[config.mk]
export PLATFORM = sky130hd
export DESIGN_NAME = fwd_hazard_unit
export DESIGN_NICKNAME = d
export VERILOG_FILES = /design/src/rtl/fwd_hazard_unit_pkg.sv /design/src/rtl/fwd_hazard_unit_wb_history.sv /design/src/rtl/fwd_hazard_unit.sv
export SDC_FILE = /design/constraint.sdc
export NUM_CORES = 1
export LEC_CHECK = 0
export BUFFER_PORTS_ARGS = -buffer_cell sky130_fd_sc_hd__buf_2
export CORE_ASPECT_RATIO = 0.9
export CORE_MARGIN = 3
export CORE_UTILIZATION = 35
export CTS_BUF_LIST = sky130_fd_sc_hd__clkbuf_16
export DETAILED_ROUTE_END_ITERATION = 6
export PLACE_DENSITY = 0.76
export SYNTH_ARGS = -nofsm -noshare
export SYNTH_HDL_FRONTEND = slang
export SYNTH_SLANG_ARGS = --single-unit
[constraint.sdc]
create_clock -name Clk -period 3.5 [get_ports Clk]
set_clock_uncertainty 0.05 [all_clocks]
set_input_delay 0.525 -clock Clk [delete_from_list [all_inputs] [get_ports Clk]]
set_output_delay 0.525 -clock Clk [all_outputs]
set_load 0.05 [all_outputs]
[src/rtl/fwd_hazard_unit_pkg.sv]
// -----------------------------------------------------------------------------
// fwd_hazard_unit_pkg
//   Shared definitions for the EX-stage forwarding / load-use stall unit:
//   forwarding source codes reported on FwdSelE, the stall FSM state type and
//   the width of the bubble down-counter.
// -----------------------------------------------------------------------------
package fwd_hazard_unit_pkg;

    // Source codes for a forwarded operand; history entry k reports FWD_HIST_BASE + k.
    localparam int FWD_REG       = 0;
    localparam int FWD_MEM       = 1;
    localparam int FWD_WB        = 2;
    localparam int FWD_HIST_BASE = 3;

    localparam int BUB_CNT_W = 8;

    typedef enum logic [0:0] {
        ST_IDLE = 1'b0,
        ST_HOLD = 1'b1
    } stall_state_e;

endpackage

[src/rtl/fwd_hazard_unit_wb_history.sv]
// -----------------------------------------------------------------------------
// wb_history
//   Shift buffer of recently retired register writes. Every clock one entry is
//   pushed into slot 0 (valid only when the retiring instruction really wrote a
//   non-zero register) and the older entries move down by one; the oldest one
//   falls off the end. Entry 0 is the write that retired on the previous cycle.
//
// Ports
//   Clk, Rst        clock, synchronous active-high reset (clears valid bits)
//   PushValid       retiring write is a real register write
//   PushReg         destination index of the retiring write
//   PushData        value of the retiring write
//   HistValid       per-entry valid, bit k = entry k
//   HistReg         entry indices, packed LSB-first (entry k at k*REG_AW)
//   HistData        entry values, packed LSB-first (entry k at k*DATA_W)
// -----------------------------------------------------------------------------
module wb_history
    import fwd_hazard_unit_pkg::*;
#(
    parameter int DATA_W     = 32,
    parameter int REG_AW     = 5,
    parameter int HIST_DEPTH = 1
) (
    input  logic                         Clk,
    input  logic                         Rst,
    input  logic                         PushValid,
    input  logic [REG_AW-1:0]            PushReg,
    input  logic [DATA_W-1:0]            PushData,
    output logic [HIST_DEPTH-1:0]        HistValid,
    output logic [HIST_DEPTH*REG_AW-1:0] HistReg,
    output logic [HIST_DEPTH*DATA_W-1:0] HistData
);

    logic [HIST_DEPTH-1:0] validQ;
    logic [REG_AW-1:0]     regQ  [HIST_DEPTH];
    logic [DATA_W-1:0]     dataQ [HIST_DEPTH];

    always_ff @(posedge Clk) begin
        if (Rst) begin
            validQ <= '0;
        end else begin
            validQ[0] <= PushValid;
            for (int k = 1; k < HIST_DEPTH; k++) begin
                validQ[k] <= validQ[k-1];
            end
        end
    end

    // Index/data payload shifts unconditionally; the valid bits alone decide
    // whether an entry can ever match.
    always_ff @(posedge Clk) begin
        regQ[0]  <= PushReg;
        dataQ[0] <= PushData;
        for (int k = 1; k < HIST_DEPTH; k++) begin
            regQ[k]  <= regQ[k-1];
            dataQ[k] <= dataQ[k-1];
        end
    end

    assign HistValid = validQ;

    for (genvar k = 0; k < HIST_DEPTH; k++) begin : g_flat
        assign HistReg[k*REG_AW +: REG_AW]  = regQ[k];
        assign HistData[k*DATA_W +: DATA_W] = dataQ[k];
    end

endmodule

[src/rtl/fwd_hazard_unit.sv]
// -----------------------------------------------------------------------------
// fwd_hazard_unit
//   EX-stage operand forwarding and load-use stall unit for the 5-stage pipe.
//   Each operand lane picks the youngest producer of its source register:
//   M-stage ALU result, W-stage result, then the retired-write history, and
//   otherwise the register-file value. A load in E whose destination is used
//   by the instruction in D stalls F/D and flushes E for LOAD_BUBBLES cycles.
//
// Ports
//   Clk, Rst                 clock, synchronous active-high reset
//   SrcRegE / ReadSrcE       source indices / register-file values of E (lanes LSB-first)
//   SrcRegD / SrcUsedD       source indices / lane-used flags of D
//   RegWriteE, MemtoRegE, WriteRegE            E-stage write info
//   RegWriteM, MemtoRegM, WriteRegM, ALUOutM   M-stage write info and ALU result
//   RegWriteW, WriteRegW, ResultW              W-stage write info and result
//   SrcE                     forwarded operands to the ALU
//   FwdSelE                  per-lane source code (see fwd_hazard_unit_pkg)
//   StallF, StallD, FlushE   hazard controls
//   StallCnt                 saturating count of cycles with StallD=1
// -----------------------------------------------------------------------------
module fwd_hazard_unit
    import fwd_hazard_unit_pkg::*;
#(
    parameter  int DATA_W       = 32,
    parameter  int REG_AW       = 5,
    parameter  int NUM_SRC      = 2,
    parameter  int HIST_DEPTH   = 1,
    parameter  int LOAD_BUBBLES = 1,
    localparam int SEL_W        = $clog2(HIST_DEPTH + 3)
) (
    input  logic                      Clk,
    input  logic                      Rst,
    input  logic [NUM_SRC*REG_AW-1:0] SrcRegE,
    input  logic [NUM_SRC*DATA_W-1:0] ReadSrcE,
    input  logic [NUM_SRC*REG_AW-1:0] SrcRegD,
    input  logic [NUM_SRC-1:0]        SrcUsedD,
    input  logic                      RegWriteE,
    input  logic                      MemtoRegE,
    input  logic [REG_AW-1:0]         WriteRegE,
    input  logic                      RegWriteM,
    input  logic                      MemtoRegM,
    input  logic [REG_AW-1:0]         WriteRegM,
    input  logic [DATA_W-1:0]         ALUOutM,
    input  logic                      RegWriteW,
    input  logic [REG_AW-1:0]         WriteRegW,
    input  logic [DATA_W-1:0]         ResultW,
    output logic [NUM_SRC*DATA_W-1:0] SrcE,
    output logic [NUM_SRC*SEL_W-1:0]  FwdSelE,
    output logic                      StallF,
    output logic                      StallD,
    output logic                      FlushE,
    output logic [31:0]               StallCnt
);

    function automatic logic [31:0] satInc(input logic [31:0] v);
        return (v == 32'hFFFF_FFFF) ? v : v + 32'd1;
    endfunction

    logic [HIST_DEPTH-1:0]        histValid;
    logic [HIST_DEPTH*REG_AW-1:0] histReg;
    logic [HIST_DEPTH*DATA_W-1:0] histData;
    logic                         histPush;

    assign histPush = RegWriteW && (WriteRegW != '0);

    wb_history #(
        .DATA_W     (DATA_W),
        .REG_AW     (REG_AW),
        .HIST_DEPTH (HIST_DEPTH)
    ) u_hist (
        .Clk       (Clk),
        .Rst       (Rst),
        .PushValid (histPush),
        .PushReg   (WriteRegW),
        .PushData  (ResultW),
        .HistValid (histValid),
        .HistReg   (histReg),
        .HistData  (histData)
    );

    // ---- E stage: per-lane operand selection (combinational) ----
    logic [NUM_SRC-1:0] memLoadHit;

    for (genvar i = 0; i < NUM_SRC; i++) begin : g_lane
        logic [REG_AW-1:0]     src;
        logic [DATA_W-1:0]     regVal;
        logic                  memHit;
        logic                  wbHit;
        logic [HIST_DEPTH-1:0] histHit;
        logic [DATA_W-1:0]     selVal;
        logic [SEL_W-1:0]      selCode;

        assign src    = SrcRegE[i*REG_AW +: REG_AW];
        assign regVal = ReadSrcE[i*DATA_W +: DATA_W];
        assign memHit = RegWriteM && (WriteRegM == src) && (src != '0);
        assign wbHit  = RegWriteW && (WriteRegW == src) && (src != '0);

        for (genvar k = 0; k < HIST_DEPTH; k++) begin : g_hit
            assign histHit[k] = histValid[k] && (histReg[k*REG_AW +: REG_AW] == src)
                                && (src != '0);
        end

        // A load in M has no data yet; the lane must not take ALUOutM.
        assign memLoadHit[i] = memHit && MemtoRegM;

        // Walk oldest to youngest so the youngest match is the last override.
        always_comb begin
            selVal  = regVal;
            selCode = SEL_W'(FWD_REG);
            for (int k = HIST_DEPTH - 1; k >= 0; k--) begin
                if (histHit[k]) begin
                    selVal  = histData[k*DATA_W +: DATA_W];
                    selCode = SEL_W'(FWD_HIST_BASE + k);
                end
            end
            if (wbHit) begin
                selVal  = ResultW;
                selCode = SEL_W'(FWD_WB);
            end
            if (memHit && !MemtoRegM) begin
                selVal  = ALUOutM;
                selCode = SEL_W'(FWD_MEM);
            end
            if (Rst) begin
                selVal  = regVal;
                selCode = SEL_W'(FWD_REG);
            end
        end

        assign SrcE[i*DATA_W +: DATA_W]  = selVal;
        assign FwdSelE[i*SEL_W +: SEL_W] = selCode;
    end

    // ---- D/E boundary: load-use detection (combinational) ----
    logic loadUseD;

    always_comb begin
        loadUseD = 1'b0;
        for (int i = 0; i < NUM_SRC; i++) begin
            if (SrcUsedD[i] && (SrcRegD[i*REG_AW +: REG_AW] == WriteRegE)) begin
                loadUseD = 1'b1;
            end
        end
        loadUseD = loadUseD && RegWriteE && MemtoRegE && (WriteRegE != '0);
    end

    // ---- Stall sequencer ----
    stall_state_e         state;
    stall_state_e         stateNext;
    logic [BUB_CNT_W-1:0] bubCnt;
    logic [BUB_CNT_W-1:0] bubCntNext;
    logic                 stallReq;

    always_ff @(posedge Clk) begin
        if (Rst) begin
            state  <= ST_IDLE;
            bubCnt <= '0;
        end else begin
            state  <= stateNext;
            bubCnt <= bubCntNext;
        end
    end

    // The first bubble is issued from IDLE; HOLD covers the remaining ones.
    always_comb begin
        stateNext  = state;
        bubCntNext = bubCnt;
        stallReq   = 1'b0;
        case (state)
            ST_IDLE: begin
                if (loadUseD) begin
                    stallReq = 1'b1;
                    if (LOAD_BUBBLES > 1) begin
                        stateNext  = ST_HOLD;
                        bubCntNext = BUB_CNT_W'(LOAD_BUBBLES - 1);
                    end
                end
            end
            ST_HOLD: begin
                stallReq   = 1'b1;
                bubCntNext = bubCnt - BUB_CNT_W'(1);
                if (bubCnt == BUB_CNT_W'(1)) begin
                    stateNext = ST_IDLE;
                end
            end
            default: begin
                stateNext = ST_IDLE;
            end
        endcase
    end

    assign StallF = stallReq && !Rst;
    assign StallD = stallReq && !Rst;
    assign FlushE = stallReq || Rst;

    logic [31:0] stallCntQ;

    always_ff @(posedge Clk) begin
        if (Rst) begin
            stallCntQ <= '0;
        end else if (StallD) begin
            stallCntQ <= satInc(stallCntQ);
        end
    end

    assign StallCnt = stallCntQ;

    // Sticky record of a lane that depended on a load still in M; the stall
    // logic upstream is expected to make this impossible.
    logic errFlag;

    always_ff @(posedge Clk) begin
        if (Rst) begin
            errFlag <= 1'b0;
        end else if (|memLoadHit) begin
            errFlag <= 1'b1;
        end
    end

    assert property (@(posedge Clk) disable iff (Rst) !errFlag);

endmodule

# After elaboration in Yosys (flattened, before gate mapping)
# Memory sizes are Yosys's and may differ from the RTL's.
# Index checks and enable logic that the tools add are counted.
# classes
add_sub_neg,2
eq_ne,10
n_mux,21
n_bitwise,2
reduce_logical,30
# op_table
op,n
$mux W32,8
$eq A5 B5 Y1,8
$add A32 B1 Y32 const B,1
$eq A32 B32 Y1 const B,1
$logic_and A1 B1 Y1,21
$reduce_bool A5 Y1,4
$mux W2,8
$eq A8 B1 Y1 const B,1
$sub A8 B1 Y8 const B,1
$mux W1,4
$logic_not A1 Y1,2
$not A1 Y1,2
$pmux W1 S2,1
$reduce_and A2 Y1,1
$reduce_or A2 Y1,1
$logic_or A1 B1 Y1,1
# word_totals
regBits,42
ramBits,37
inputBits,172
wordCells,71
memories,2
# mem_list
memory,words,width,rd,rd_clocked_by_memory_dff,wr,line_no,text
u_hist.dataQ,1,32,1,0,1,fwd_hazard_unit_wb_history.sv:36,logic [DATA_W-1:0] dataQ [HIST_DEPTH];
u_hist.regQ,1,5,1,0,1,fwd_hazard_unit_wb_history.sv:35,logic [REG_AW-1:0] regQ [HIST_DEPTH];

# Longest topological paths before layout
# logic_depth
word_depth,11
ltp_mapped,9
ltp_nobuf,7

# Modules after synthesis
# A second synthesis with hierarchy kept.
# unflattened
cells_unflattened,690
hier_area_um2,5606.6
# modules_own_cells
module,n_inst,cells_per_inst,area_per_inst_um2,seq_area_each_um2
fwd_hazard_unit,1,651,4832.1,820.8
wb_history,1,39,774.5,760.7

# Worst setup path before layout
# OpenSTA, ideal clock, no wires.
# synth_timing
path_type,input to output
startpoint,input SrcRegE[0]
endpoint,output SrcE[30]
arrival_time_ps,3153
required_ps,2925
path_slack_ps,-228
path_stages,9
cell_sequence,or4_1 -> nor2_2 -> or3_1 -> buf_4 -> and2_1 -> buf_2 -> buf_6 -> a221oi_1 -> o31ai_1
# synth_via
elab_chain_len,7
word_cells_on_any_way,15
classes_between,3 x eq/ne; 4 x mux; 8 x reduce/logical
# synth_lines
element,line_no,text
start: declaration,fwd_hazard_unit.sv:33,"input logic [NUM_SRC*REG_AW-1:0] SrcRegE,"
$eq A5 B5 Y1,fwd_hazard_unit.sv:99,assign histHit[k] = histValid[k] && (histReg[k*REG_AW +: REG_AW] == src)
$logic_and A1 B1 Y1,fwd_hazard_unit.sv:99,
$logic_and A1 B1 Y1,fwd_hazard_unit.sv:100,&& (src != '0);
$mux W32,fwd_hazard_unit.sv:111,if (histHit[k]) begin
$mux W32,fwd_hazard_unit.sv:116,if (wbHit) begin
$mux W32 *,fwd_hazard_unit.sv:120,if (memHit && !MemtoRegM) begin
$mux W32 *,fwd_hazard_unit.sv:124,if (Rst) begin
end: declaration,fwd_hazard_unit.sv:47,"output logic [NUM_SRC*DATA_W-1:0] SrcE,"
# Mark *: on every way between the ends. The rest lies on a longest branch, timed or not.

# Worst setup path after layout
# layout_timing
startpoint,input SrcRegE[6]
endpoint,output SrcE[45]
# The elaborated chain is that of the path after synthesis.

==> metrics.txt <==
post-synth top area share 28.5%; Max Cap Viol 0; Main synth FF type dfxtp_1; CP Launch Type input pin; VDD IR-drop max 0.000288 V; Die ar. 17400 um^2; port buffer count 274; CORE AREA 15400 um^2; outcome finished, final reports clean; #FFs+latches synth 79; Worst Max-Slew Pin Slew 670 ps; share of synthesized registers carrying an async set or reset 0%; H-Tree Depth 3; area delta synth->final 39.2%; Die H 125 um; Util after Layout 50.0%; dpl cells 1145; unrepaired setup endpoints after global routing false; WS Path Type input pin to output pin; Syn Area/Cell 7.95 um^2; clock root buffer clkbuf_16; fin cells 1163; minimum clock period 3390 ps; largest net degree at the start of global routing 108; crit path max fanout 21; remaining antenna violation count after routing 0; Synth Net Count 873; Initial Util 35.9%; TritonCTS Buffers 9; initial antenna violation count 2; vias in the first global route 6254; period utilization 96.9%; hpwl dp 16600 um; drt initial violations 464; Max Root-Sink Buffers 2; final setup violating endpoints 0; Pwr per Cell Area 332 nW/um^2; first-pass GRT wire length 34200 um; Die W 139 um; Final WS setup 109 ps; FP Rows 43; DR DRC count 0; crit path DAT 2820 ps; CTS tree built; clk sink count 79; Clock Latency Late Sink 350 ps; share of cells above drive strength 1 38.4%; Gate Count Post-Synth 698; sequential-to-total area share from yosys stat 28.5%; Avg WL per Cell 18.8 um; GP Congestion 0.902; IO Pins 275; pre-CTS setup slack 116 ps; relative slew slack 54.9%; Final nets 1131; YS warnings 0; TritonRoute pass-1 iters 5; post-synth cell types 49; Leak 0.00329 uW; FILL cells 1471; DRT Wirelength 21800 um; area leader, netlist dfxtp_1; number of max-slew violations in the final report 0; via count 6701; total negative slack 0 ps; vias per std cell 5.76; FMAX 295 MHz; critical path capture point type output pin; Overall Global Routing Usage 24.1%; synth top area cells dfxtp_1 (29%), o31ai_1 (6.8%), xnor2_1 (6.5%); reg-to-reg slack, setup 860 ps; GRT overflow 0; Mapped Area 5550 um^2; clock slew at reported path FFs 70 ps; Hold Violations, Final 0; Hold Path Class input pin to register; Post-synth EDFFs 0; CP required 2920 ps
cells by family after synthesis:
group	share of synthesized area [%]
simple gates	22.4
compound gates	29.7
mux	5.41
fa+ha+maj	0.677
xor+xnor	7.90
buf+inv	5.39
flops	28.5
worst max-delay path, cell delays in order:
cell and delay (ps):
buf_2 140, or4_1 540, nor2_2 210, buf_4 160, or3_1 120, and2_1 140
buf_4 270, a221oi_1 140, o31ai_2 270, clkbuf_4 280
area by class of cell:
cell class / count / area, um^2 / share of cell area (%)
Sequential cell: 79 / 1580 / 20.5
Clock inverter: 6 / 68.8 / 0.892
Inverter: 5 / 18.8 / 0.243
Clock buffer: 9 / 225 / 2.92
Multi-Input combinational cell: 558 / 3890 / 50.5
Timing Repair Buffer: 303 / 1670 / 21.7
Antenna cell: 1 / 2.50 / 0.0324
Tap cell: 202 / 253 / 3.27
cells in the final DEF (no fill, tap or decap), types with 4 or more instances in the layout:
master	instances
buf_2	270
dfxtp_1	79
nor2_1	71
nand2_1	62
a21oi_1	57
xnor2_1	41
a221oi_1	35
o31ai_2	35
mux2i_1	30
buf_4	26
o21ai_0	23
or4_1	18
nand4_1	16
or3_1	16
and3_1	16
a21o_1	16
a2bb2oi_1	16
o31ai_1	14
a221o_1	13
nand3_1	11
xor2_1	9
clkbuf_16	9
nor4_1	8
buf_12	6
inv_1	5
o21a_1	5
nor3_1	5
o21ai_1	4
power by group:
part / switching [uW] / leakage [uW] / internal [uW]
combinational: 437 / 0.00249 / 232
sequential: 14.2 / 0.000651 / 923
clock: 399 / 0.000144 / 555
total: 850 / 0.00329 / 1710
metrics by stage:
stage / instance area (um^2) / hold WS [ps] / power (uW)
2_1_floorplan: 5720 / 407 / 1370
5_1_grt: 7720 / 228 / 2660
3_3_place_gp: 7400 / 425 / 1620
3_5_place_dp: 7400 / 433 / 1620
6_report: 7720 / 248 / 2560
4_1_cts: 7700 / 231 / 2590
metal layers:
metal | global-route usage, % | vias up | part of all wire [%]
li1 | - | 3174 | -
met1 | 30.0 | 3141 | 41
met2 | 41.1 | 336 | 49
met3 | 5.62 | 48 | 7.8
met4 | 8.34 | 2 | 2.9
met5 | 0 | - | 0.060
flip-flops by register name (all words and copies together) (netlist names):
register / cells
u_hist.HistValid: 1
u_hist.dataQ: 32
state: 1
StallCnt: 32
u_hist.regQ: 5
bubCnt: 8
path summary, 6_finish.rpt:
path / startpoint / end / cells past startpoint
worst max-delay path: SrcRegE[6] / SrcE[45] / 10
worst min-delay path: ResultW[11] / u_hist.dataQ[0][11] / 1
worst max register to register: StallCnt[2] / StallCnt[23] / 6
worst min register to register: bubCnt[2] / bubCnt[2] / 2
cells in the mapped netlist, drive strengths merged (12+ instances only):
cell     instances
nor2            73
o31ai           51
o21ai           27
mux2i           30
a2bb2oi         16
nand4           17
and3            16
or3             16
a21oi           57
buf             26
or4             19
nand2           62
a21o            16
clkbuf          30
xnor2           41
dfxtp           79
nor4            12
a221o           13
a221oi          35
what timing repair did:
action / CTS / global route
endpoints found under the setup margin: 0 / 4
hold buffers: 0 / 0
gates resized for setup: 0 / 1
buffers inserted: 0 / 2
(Power assumes the default switching activity.)
